<file path="src/rtl/eth_pkg.sv">
// Shared constants and state encoding for the Ethernet MII datapath.
package eth_pkg;

  localparam logic [3:0]  PREAMBLE_NIB = 4'h5;
  localparam logic [3:0]  SFD_HI       = 4'hD;
  localparam int          MIN_FRAME    = 60;
  localparam logic [31:0] CRC_INIT     = 32'hFFFFFFFF;
  localparam logic [31:0] CRC_POLY_R   = 32'hEDB88320;
  localparam logic [31:0] CRC_RESIDUE  = 32'hDEBB20E3;

  typedef enum logic [2:0] {IDLE, PRE, SFD, DATA, PAD, FCS, IFG} tx_state_t;

endpackage

</file>
<file path="src/rtl/eth_crc32_byte.sv">
// Combinational CRC-32 (reflected 0xEDB88320) advance by one byte, LSB first.
module eth_crc32_byte
  import eth_pkg::*;
(
  input  logic [31:0] crc_in,
  input  logic [7:0]  data,
  output logic [31:0] crc_out
);

  always_comb begin
    crc_out = crc_in ^ {24'h0, data};
    for (int i = 0; i < 8; i++)
      crc_out = crc_out[0] ? ((crc_out >> 1) ^ CRC_POLY_R) : (crc_out >> 1);
  end

endmodule

</file>
<file path="src/rtl/eth_mii_tx.sv">
// MII transmit MAC: preamble/SFD, payload from TX RAM, FCS, inter-frame gap.
// Define ETH_TX_PAD_EN to zero-pad frames shorter than MIN_FRAME bytes.
module eth_mii_tx
  import eth_pkg::*;
#(
  parameter int ADDR_W  = 11,
  parameter int MAX_LEN = 1514,
  parameter int IFG_NIB = 24
) (
  input  logic              clk,
  input  logic              rst_n,
  input  logic              start,
  input  logic [15:0]       len,
  output logic              busy,
  output logic              done,
  output logic              err,
  output logic [ADDR_W-1:0] buf_addr,
  input  logic [7:0]        buf_data,
  output logic [3:0]        mii_txd,
  output logic              mii_tx_en,
  output logic              mii_tx_er
);

  localparam logic [15:0] MAX_LEN_W = 16'(MAX_LEN);
  localparam logic [7:0]  IFG_W     = 8'(IFG_NIB);
`ifdef ETH_TX_PAD_EN
  localparam logic [15:0] MIN_W     = 16'(MIN_FRAME);
`endif

  tx_state_t         state;
  logic [15:0]       len_q, byte_idx, nxt_idx;
  logic [7:0]        cnt;
  logic              hi_phase;
  logic [3:0]        hi_nib;
  logic [31:0]       crc, crc_nxt, fcs;
  logic [7:0]        crc_din;
  logic              len_ok;
  logic [ADDR_W-1:0] addr_nxt;

  assign mii_tx_er = 1'b0;
  assign len_ok    = (len != 16'd0) && (len <= MAX_LEN_W);
  assign nxt_idx   = byte_idx + 16'd1;
  assign fcs       = ~crc;

  // Address of byte k+1 is issued when byte k is loaded, giving the RAM two
  // cycles; it never advances past len-1.
  assign addr_nxt  = (nxt_idx < len_q) ? ADDR_W'(nxt_idx) : buf_addr;

  // Bytes past the payload are pad bytes and contribute zeros to the CRC.
  assign crc_din   = (byte_idx >= len_q) ? 8'h00 : buf_data;

  eth_crc32_byte u_crc (
    .crc_in  (crc),
    .data    (crc_din),
    .crc_out (crc_nxt)
  );

  always_ff @(posedge clk or negedge rst_n) begin
    if (!rst_n) begin
      state     <= IDLE;
      busy      <= 1'b0;
      done      <= 1'b0;
      err       <= 1'b0;
      mii_tx_en <= 1'b0;
      mii_txd   <= 4'h0;
      buf_addr  <= '0;
      crc       <= CRC_INIT;
      len_q     <= 16'd0;
      byte_idx  <= 16'd0;
      cnt       <= 8'd0;
      hi_phase  <= 1'b0;
      hi_nib    <= 4'h0;
    end else begin
      done <= 1'b0;
      err  <= 1'b0;
      case (state)
        IDLE: begin
          if (start) begin
            if (len_ok) begin
              state     <= PRE;
              busy      <= 1'b1;
              mii_tx_en <= 1'b1;
              mii_txd   <= PREAMBLE_NIB;
              cnt       <= 8'd1;
              len_q     <= len;
              buf_addr  <= '0;
              byte_idx  <= 16'd0;
              crc       <= CRC_INIT;
              hi_phase  <= 1'b0;
            end else begin
              err <= 1'b1;
            end
          end
        end

        PRE: begin
          if (cnt == 8'd15) begin
            state   <= SFD;
            mii_txd <= SFD_HI;
          end else begin
            cnt <= cnt + 8'd1;
          end
        end

        // SFD shares the byte-load path: its single cycle loads byte 0.
        SFD, DATA: begin
          if (hi_phase) begin
            mii_txd  <= hi_nib;
            hi_phase <= 1'b0;
          end else if (state == DATA && byte_idx == len_q) begin
`ifdef ETH_TX_PAD_EN
            if (byte_idx < MIN_W) begin
              state    <= PAD;
              mii_txd  <= 4'h0;
              crc      <= crc_nxt;
              hi_phase <= 1'b1;
              byte_idx <= nxt_idx;
            end else begin
              state   <= FCS;
              mii_txd <= fcs[3:0];
              cnt     <= 8'd1;
            end
`else
            state   <= FCS;
            mii_txd <= fcs[3:0];
            cnt     <= 8'd1;
`endif
          end else begin
            state    <= DATA;
            mii_txd  <= buf_data[3:0];
            hi_nib   <= buf_data[7:4];
            crc      <= crc_nxt;
            hi_phase <= 1'b1;
            byte_idx <= nxt_idx;
            buf_addr <= addr_nxt;
          end
        end

`ifdef ETH_TX_PAD_EN
        PAD: begin
          if (hi_phase) begin
            mii_txd  <= 4'h0;
            hi_phase <= 1'b0;
          end else if (byte_idx == MIN_W) begin
            state   <= FCS;
            mii_txd <= fcs[3:0];
            cnt     <= 8'd1;
          end else begin
            mii_txd  <= 4'h0;
            crc      <= crc_nxt;
            hi_phase <= 1'b1;
            byte_idx <= nxt_idx;
          end
        end
`endif

        // FCS goes out as ~crc, byte 0 first, low nibble first.
        FCS: begin
          if (cnt == 8'd8) begin
            state     <= IFG;
            mii_tx_en <= 1'b0;
            mii_txd   <= 4'h0;
            cnt       <= 8'd1;
          end else begin
            mii_txd <= fcs[{cnt[2:0], 2'b00} +: 4];
            cnt     <= cnt + 8'd1;
          end
        end

        IFG: begin
          if (cnt == IFG_W) begin
            state <= IDLE;
            busy  <= 1'b0;
          end else begin
            cnt  <= cnt + 8'd1;
            done <= (cnt == IFG_W - 8'd1);
          end
        end

        default: state <= IDLE;
      endcase
    end
  end

endmodule
</file>
<file path="config.mk">
export PLATFORM = sky130hd
export DESIGN_NAME = eth_mii_tx
export DESIGN_NICKNAME = d
export VERILOG_FILES = /design/src/rtl/eth_pkg.sv /design/src/rtl/eth_crc32_byte.sv /design/src/rtl/eth_mii_tx.sv
export SDC_FILE = /design/constraint.sdc
export NUM_CORES = 1
export LEC_CHECK = 0
export BUFFER_PORTS_ARGS = -buffer_cell sky130_fd_sc_hd__clkbuf_2
export CAP_MARGIN = 10
export CORE_UTILIZATION = 43
export CTS_CLUSTER_DIAMETER = 120
export CTS_CLUSTER_SIZE = 8
export DETAILED_ROUTE_END_ITERATION = 6
export HOLD_SLACK_MARGIN = 0.12
export MAX_ROUTING_LAYER = met4
export PLACE_DENSITY = 0.63
export SYNTH_ARGS = -nofsm -noshare
export SYNTH_HDL_FRONTEND = slang
export SYNTH_SLANG_ARGS = --single-unit
</file>
<file path="constraint.sdc">
create_clock -name clk -period 3.5 [get_ports clk]
set_clock_uncertainty 0.05 [all_clocks]
set_input_delay 0.525 -clock clk [delete_from_list [all_inputs] [get_ports clk]]
set_output_delay 0.525 -clock clk [all_outputs]
set_load 0.03 [all_outputs]
</file>
==> flow_summary.ini, run 1 <==
[run_status]
status = finished clean

[yosys]
synthTopCellsByCount = 75 x nor2_1, 74 x nand2_1, 69 x xnor2_1
yosysMostFrequentCell = nor2_1
netlist_instances = 688
syn_area_sq_mm = 0.006411
synth_ff_type = dfrtp_1
ys.warnings.count = 0
yosys_register_bits = 99
ys_types = 56
ys_seq_area_share_pct = 39.27
synthesis.nets = 750
async_flop_share_pct = 100.0
yosysTopAreaCell = dfrtp_1
yosys-top-cells-area = dfrtp_1 26%, dfstp_2 13%, xnor2_1 9.4%
synth.avg_cell_area_sq_um = 9.319
synth_edf_count = 0
synth.top_cell.area_share_pct = 26.15

[global_routing]
top_usage_layer = met2
grt_pass1_wl_um = 25590
grt_antenna_before_repair = 0
grt_use_met1_pct = 29.89
grt_pass1_vias = 5030
gr-usage-all-layers_pct = 22.40
grt_max_degree = 83
overflow = 0
use_met3_pct = 4.258
use_met2_pct = 33.81

[power_and_ir_drop]
total_power_mw = 7.404
ir_drop_mv = 0.6211
p_per_area_mw_per_mm2 = 1025
leakage_nw = 3.330

[sta]
holdWs_ns = 0.3004
slew_violations = 0
finalHoldViolCount = 0
timing.final.crit_share_pct = 94.03
setup_slack_ns = 0.2090
period_minus_slack_ns = 3.291
setup_tns_ns = 0
setup_violations = 0
rsz0062_at_grt = false
fmax_mhz = 303.9
maxSlewHeadroom_pct = 28.98
worst_pin_slew_ns = 1.065

[clock_tree]
cts_tree = done
insertion_delay_ns = 0.35
root_buffer = clkbuf_16
cts_buffers = 9
cts.sinks = 99
clkSlewWorstSetupHoldPaths_ns = 0.07
postCtsHoldBufs = 0
htreeDepth = 3
cts_buffer_depth = 2

[critical_path]
cp_data_required_time_ns = 3.69
startpoint_type = flop
cp_data_arrival_time_ns = 3.48
path_max_fanout = 11
setup.worst_path.class = reg2reg
end_kind = flop

[detailed_routing]
via_per_inst = 5.529
wirelength_um = 15500
wl_per_cell_um = 16.81
num_vias = 5098
drt_iter0_drc = 404
drc = 0
antenna_left = 0
firstDrtPassIters = 5

[floorplan]
fp.coreArea_sq_mm = 0.01453
die_area_sq_mm = 0.01540
dieHeight_um = 124.1
initial_core_util_pct = 44.11
die_w_um = 124.1
ioPinCount = 47
row_count = 44

[cells_and_area]
layout-drive-gt1-share_pct = 20.19
nNetsFinal = 795
syn_to_final_growth_pct = 12.67
instances_no_fill = 922
insertedDiodeCount = 0

[place]
dp_hpwl_um = 11420
port_buffers = 45
placed_cells = 904
globalplace.congestion = 0.8945
post-place-ws_ns = 0.1035

[run]
drv_cap = 0

[min_path]
hp-class = in2async
==> per-stage QoR <==
step / utilization (%) / cell area, sq um
final: 49.70 / 7223
after global routing: 49.70 / 7223
after CTS: 49.40 / 7179
after detailed placement: 47.37 / 6885
after global placement: 47.37 / 6885
after floorplan: - / 6411
==> cell type report <==
type	count	area (sq um)
clock buffers	9	225.2
clock inverters	7	68.82
fillers	1397	7311
inverters	25	93.84
multi-input cells	530	3670
flip-flops and latches	99	2522
well taps	184	230.2
repair buffers	68	412.9
==> timing repair <==
item / in CTS / in global routing
endpoints found under the setup margin: 0 / 11
buffers inserted: 0 / 2
gates resized for setup: 0 / 11
==> worst max-delay path: stages, from the launching register on <==
cell	delay (ns)
dfrtp_2	0.43
nand3_1	0.12
nor2_2	0.15
and3_1	0.21
and3_2	0.25
and3_1	0.23
xor2_1	0.17
ha_1	0.28
a21oi_1	0.16
nor2b_1	0.06
o21ai_0	0.17
o211ai_1	0.12
a31o_2	0.25
a21o_2	0.30
a22o_1	0.25
==> sequential cells by signal (all words and copies together), names as in the netlist <==
signal     flops
mii_txd        4
mii_tx_en      1
byte_idx      16
hi_nib         4
busy           1
state          3
buf_addr      11
done           1
cnt            8
len_q         16
hi_phase       1
err            1
crc           32
==> report_power, final <==
group          internal [mW]  total, mW  switching [mW]
Combinational           1.93       4.22            2.29
Sequential              1.70       2.18           0.477
Clock                  0.552       1.01           0.457
==> cell families after synthesis <==
| family | after synthesis | synth area share, % |
|---|---|---|
| buffers and inverters | 59 | 3.962 |
| AOI/OAI and AO/OA | 151 | 14.58 |
| other | 1 | 0.05849 |
| muxes | 13 | 3.610 |
| and+or+nand+nor | 221 | 15.83 |
| adders and majority gates | 35 | 6.831 |
| DFF | 99 | 39.27 |
| xor gates and xnor gates | 109 | 15.87 |
==> layout by cell type, fill, tap and decap left out, types with 32 or more instances in the layout <==
cell type / instances
nand2_1: 74
ha_1: 34
dfrtp_1: 63
o21ai_0: 45
clkbuf_2: 44
xor2_1: 33
a21oi_1: 52
dfstp_2: 32
nor2_1: 74
xnor2_1: 68
==> layer usage <==
| metal | part of all wire [%] | vias to the layer above | wire length (um) |
|---|---|---|---|
| met1 | 47 | 2473 | 7209 |
| li1 | - | 2452 | - |
| met3 | 5.4 | 30 | 832 |
| met4 | 2.2 | 0 | 338 |
| met5 | 0 | - | 0 |
| met2 | 46 | 143 | 7120 |
==> worst paths after layout <==
kind | startpoint | end | slack, ns | cells past startpoint
hold / removal | rst_n | len_q[10] | 0.30 | 1
setup / recovery | byte_idx[2] | buf_addr[3] | 0.21 | 14
setup reg to reg | byte_idx[2] | buf_addr[3] | 0.21 | 14
max in group asynchronous | rst_n | crc[13] | 2.22 | 2
hold reg to reg | buf_addr[0] | buf_addr[0] | 0.43 | 1
min in group clk | start | err | 0.35 | 3
(Power assumes the default switching activity.)
==> run 2: changes to the inputs <==
Settings changed: CELL_PAD_IN_SITES_DETAIL_PLACEMENT set to 0, CELL_PAD_IN_SITES_GLOBAL_PLACEMENT set to 1, PLACE_DENSITY 0.63 to 0.75.
Clock period 3.5 ns to 3.12 ns, I/O delays scaled along.
==> run 2 against run 1 <==
Against the previous run:
- the flow now finishes with violations (negative setup slack)
- critical endpoint unchanged
- fmax grew 5.0%
- clock power grew 29%
- critical path depth grew 1
- cell count increased by 4.3%
- highest routed layer unchanged
- core utilization is 3.5 points higher
- largest power group unchanged
- die area stayed put
- final area grew 7.1%
- global-route usage is 1.2 points higher
- combinational power rose by 24%
- largest cell class unchanged
==> flow_summary.ini, run 2 (synthesized netlist as in run 1, its figures left out) <==
[critical_path]
path_max_fanout = 5
end_kind = flop
startpoint_type = flop
cp_data_required_time_ns = 3.32
setup.worst_path.class = reg2reg
cp_data_arrival_time_ns = 3.34

[cells_and_area]
layout-drive-gt1-share_pct = 26.35
largest_register_ffs = 32
multi_input_area_sq_mm = 0.003831
nNetsFinal = 835
regMostFlops = crc
reg_top3 = crc: 32 flops, byte_idx: 16 flops, len_q: 16 flops
final_util_pct = 53.25
final_common_cell = nand2_1
regArea_sq_mm = 0.002519
syn_to_final_growth_pct = 20.71
fill_cells = 1346
insertedDiodeCount = 0
final_area_sq_mm = 0.007739
layout_common_cells = 72 x nand2_1, 71 x nor2_1, 69 x xnor2_1

[sta]
rsz0062_at_grt = true
setup_tns_ns = -0.02888
setup_slack_ns = -0.01573
worst_pin_slew_ns = 0.7184
maxSlewHeadroom_pct = 52.11
fmax_mhz = 318.9
setup_violations = 4
slew_violations = 0
timing.final.crit_share_pct = 100.5
period_minus_slack_ns = 3.136
finalHoldViolCount = 0

[clock_tree]
cts.sinks = 99
insertion_delay_ns = 0.36
cts_buffers = 9
htreeDepth = 3
cts_tree = done
clkSlewWorstSetupHoldPaths_ns = 0.07
root_buffer = clkbuf_16
cts_buffer_depth = 2

[global_routing]
grt_pass1_wl_um = 26520
overflow = 0
gr-usage-all-layers_pct = 23.55
grt_antenna_before_repair = 0
grt_max_degree = 54
grt_pass1_vias = 5020

[detailed_routing]
firstDrtPassIters = 5
drt_iter0_drc = 354
num_vias = 5253
drc = 0
via_per_inst = 5.460
wl_per_cell_um = 17.48
wirelength_um = 16820
antenna_left = 0

[floorplan]
row_count = 44
dieHeight_um = 124.1
initial_core_util_pct = 44.11
die_area_sq_mm = 0.01540
die_w_um = 124.1
ioPinCount = 47
fp.coreArea_sq_mm = 0.01453

[power_and_ir_drop]
leakage_nw = 3.558
p_per_area_mw_per_mm2 = 1152
ir_drop_mv = 0.7823

[place]
globalplace.congestion = 0.8632
dp_hpwl_um = 12390
placed_area_sq_mm = 0.007123
port_buffers = 45

[run_status]
status = finished with violations
violations = negative setup slack

[run]
drv_cap = 0

[min_path]
hp-class = in2reg
==> run 2: worst max-delay path, stage by stage, from the launching register on <==
cell and delay, ns:
dfrtp_1 0.40, buf_4 0.14, nand2_2 0.05, nor2_2 0.11, and3_4 0.22, and3_4 0.19, and3_4 0.20, xor2_1 0.14
ha_1 0.27, a21oi_2 0.13, nor2b_1 0.06, o21ai_1 0.16, o211ai_1 0.12, a31o_2 0.27, a21o_2 0.27, a22o_1 0.24
==> run 2: cell type report <==
type | instances | area share (%)
Multi-Input combinational cell | 532 | 49.51
Tap cell | 184 | 2.975
Sequential cell | 99 | 32.55
Clock inverter | 6 | 1.439
Clock buffer | 10 | 2.959
Timing Repair Buffer | 106 | 9.361
Inverter | 25 | 1.213
==> run 2: metrics by stage <==
step	setup slack, ns	hold WS (ns)	power (mW)	std cells
2_1_floorplan	0.001781	0.1224	6.002	688
3_3_place_gp	0.03578	0.4166	7.301	932
3_5_place_dp	-0.08793	0.4222	7.415	932
4_1_cts	0.005445	0.2754	8.769	949
5_1_grt	-0.06872	0.2845	9.525	962
6_report	-0.01573	0.2814	8.911	962
==> run 2: what timing repair did <==
item | 4_1_cts | 5_1_grt
pin swaps | 0 | 21
setup buffers | 0 | 10
gates resized for setup | 6 | 33
cloned | 0 | 3
hold endpoints to repair | 2 | 0
endpoints found under the setup margin | 11 | 51
hold buffers | 1 | 0
==> run 2: report_power, final <==
part	switching, mW	internal (mW)
clock	0.518	0.786
combinational	2.77	2.45
sequential	0.479	1.91
==> run 2: worst paths after layout <==
kind                       slack, ns         from  cells after the start     endpoint
setup / recovery               -0.02  byte_idx[0]                     15  buf_addr[3]
hold / removal                  0.28        start                      3          err
setup reg to reg               -0.02  byte_idx[0]                     15  buf_addr[3]
hold reg to reg                 0.44  buf_addr[0]                      1  buf_addr[0]
max in group asynchronous       1.54        rst_n                      3     len_q[5]
min in group asynchronous       0.65        rst_n                      2     len_q[8]
==> run 2: metal layers <==
layer	vias to the layer above	track usage (%)	wire [um]	share of wire [%]
met4	0	4.985	212	1.3
met1	2557	32.20	8112	48
met2	143	36.02	7766	46
li1	2534	-	-	-
met3	19	4.808	727	4.3
met5	-	-	0	0
==> run 3: changes to the inputs <==
Settings changed: PLACE_DENSITY 0.75 to unset, PLACE_DENSITY_LB_ADDON set to 0.1.
Clock period 3.12 ns to 3.8 ns, I/O delays scaled along.
==> run 3 against run 2 <==
Against the previous run:
- the run now ends clean
- register-to-register slack better by 0.35 ns
- fmax is 9.5% lower
- setup slack better by 0.35 ns
- global-route usage is 0.90 points lower
- final area is 7.9% lower
- flip-flop and latch count stayed put
- sequential share of layout area is 2.8 points higher
- sequential power is 16% lower
- die area stayed put
- critical path type unchanged
- largest cell class unchanged
==> flow_summary.ini, run 3 (synthesized netlist as in run 1, its figures left out) <==
[run_status]
status = finished clean

[cells_and_area]
syn_to_final_growth_pct = 11.20
largest_register_ffs = 32
instances_no_fill = 912
insertedDiodeCount = 0
final_common_cell = nor2_1
multi_input_area_sq_mm = 0.003646
layout_common_cells = 75 x nor2_1, 74 x nand2_1, 69 x xnor2_1
layout-drive-gt1-share_pct = 17.72
nNetsFinal = 785
final_area_sq_mm = 0.007129
final_util_pct = 49.05
regArea_sq_mm = 0.002519
reg_top3 = crc: 32 flops, byte_idx: 16 flops, len_q: 16 flops
fill_cells = 1401
regMostFlops = crc

[critical_path]
path_max_fanout = 11
cp_data_required_time_ns = 3.99
cp_data_arrival_time_ns = 3.66
slowest_delay_ns = 0.48
end_kind = flop
startpoint_type = flop
setup.worst_path.class = reg2reg
cpMostUsedCell = and3_1
crit_family = simple AND/OR/NAND/NOR gates
critical_path_depth = 14
crit_chain = nand3_1 -> nor2_1 -> and3_1 -> and3_1 -> and3_1 -> xor2_1 -> ha_1 -> nand4_1 -> nor2_1 -> a21oi_1 -> o211ai_1 -> a31o_2 -> a21o_1 -> a22o_1
cp_num_buf_inv = 0
cpMaxStageDelayCell = dfrtp_1
worstRegToRegCells = 14

[detailed_routing]
drc = 0
wirelength_um = 15810
wl_per_cell_um = 17.34
firstDrtPassIters = 5
drt_iter0_drc = 234
via_per_inst = 5.418
num_vias = 4941
antenna_left = 0

[sta]
slew_violations = 0
fmax_mhz = 288.5
period_minus_slack_ns = 3.467
setup_slack_ns = 0.3334
setup_tns_ns = 0
rsz0062_at_grt = false
timing.final.crit_share_pct = 91.23
holdWs_ns = 0.3669
finalHoldViolCount = 0
maxSlewHeadroom_pct = 25.08
setup_violations = 0
worst_pin_slew_ns = 1.124

[clock_tree]
insertion_delay_ns = 0.35
cts_buffers = 9
cts_buffer_depth = 2
cts_resized = 0
post_cts_buffers = 0
cts.sinks = 99
clkSlewWorstSetupHoldPaths_ns = 0.07
root_buffer = clkbuf_16
htreeDepth = 3
postCtsHoldBufs = 0
cts_tree = done

[place]
post-place-ws_ns = 0.3739
port_buffers = 45
globalplace.congestion = 0.8028
dp_hpwl_um = 11620
placed_cells = 896
placed_area_sq_mm = 0.006825

[power_and_ir_drop]
leakage_nw = 3.281
total_power_mw = 6.775
ir_drop_mv = 0.5681
p_per_area_mw_per_mm2 = 950.3

[global_routing]
grt_max_degree = 86
overflow = 0
gr-usage-all-layers_pct = 22.66
grt_antenna_before_repair = 0
use_met2_pct = 36.43
grt_pass1_wl_um = 25550
grt_use_met1_pct = 29.66
top_usage_layer = met2
grt_pass1_vias = 4695
use_met3_pct = 2.839

[floorplan]
die_area_sq_mm = 0.01540
ioPinCount = 47
initial_core_util_pct = 44.11
fp.coreArea_sq_mm = 0.01453
row_count = 44
dieHeight_um = 124.1
die_w_um = 124.1

[min_path]
hp-class = in2async

[run]
drv_cap = 0
[run 3: layout make-up]
class | count | area share [%]
timing repair buffer | 58 | 4.739
clock buffer | 10 | 3.352
inverter | 25 | 1.316
sequential | 99 | 35.33
tap | 184 | 3.229
multi-input combinational | 530 | 51.14
clock inverter | 6 | 0.8951
[run 3: final timing paths]
path / slack [ns] / from / endpoint
worst max-delay path: 0.33 / byte_idx[2] / buf_addr[10]
worst min-delay path: 0.37 / rst_n / len_q[11]
worst max register to register: 0.33 / byte_idx[2] / buf_addr[10]
worst min register to register: 0.44 / cnt[7] / cnt[7]
max in group asynchronous: 2.49 / rst_n / cnt[2]
min in group clk: 0.39 / start / err
[run 3: layer usage]
layer / vias up / share of wire, %
li1: 2431 / -
met1: 2426 / 47
met2: 72 / 49
met3: 12 / 2.8
met4: 0 / 1.1
met5: - / 0
[run 3: worst register-to-register path, stage by stage, from the launching register on]
cell and delay, ns:
dfrtp_1 0.48, nand3_1 0.11, nor2_1 0.16, and3_1 0.28, and3_1 0.27, and3_1 0.25, xor2_1 0.18, ha_1 0.27
nand4_1 0.14, nor2_1 0.08, a21oi_1 0.14, o211ai_1 0.10, a31o_2 0.26, a21o_1 0.30, a22o_1 0.27
[run 3: power breakdown]
group | switching (mW) | total, mW | internal [mW] | leakage [nW]
Clock | 0.416 | 0.945 | 0.529 | 0.145
Sequential | 0.435 | 2.00 | 1.56 | 1.16
Combinational | 2.11 | 3.83 | 1.72 | 1.98
Total | 2.96 | 6.77 | 3.81 | 3.28
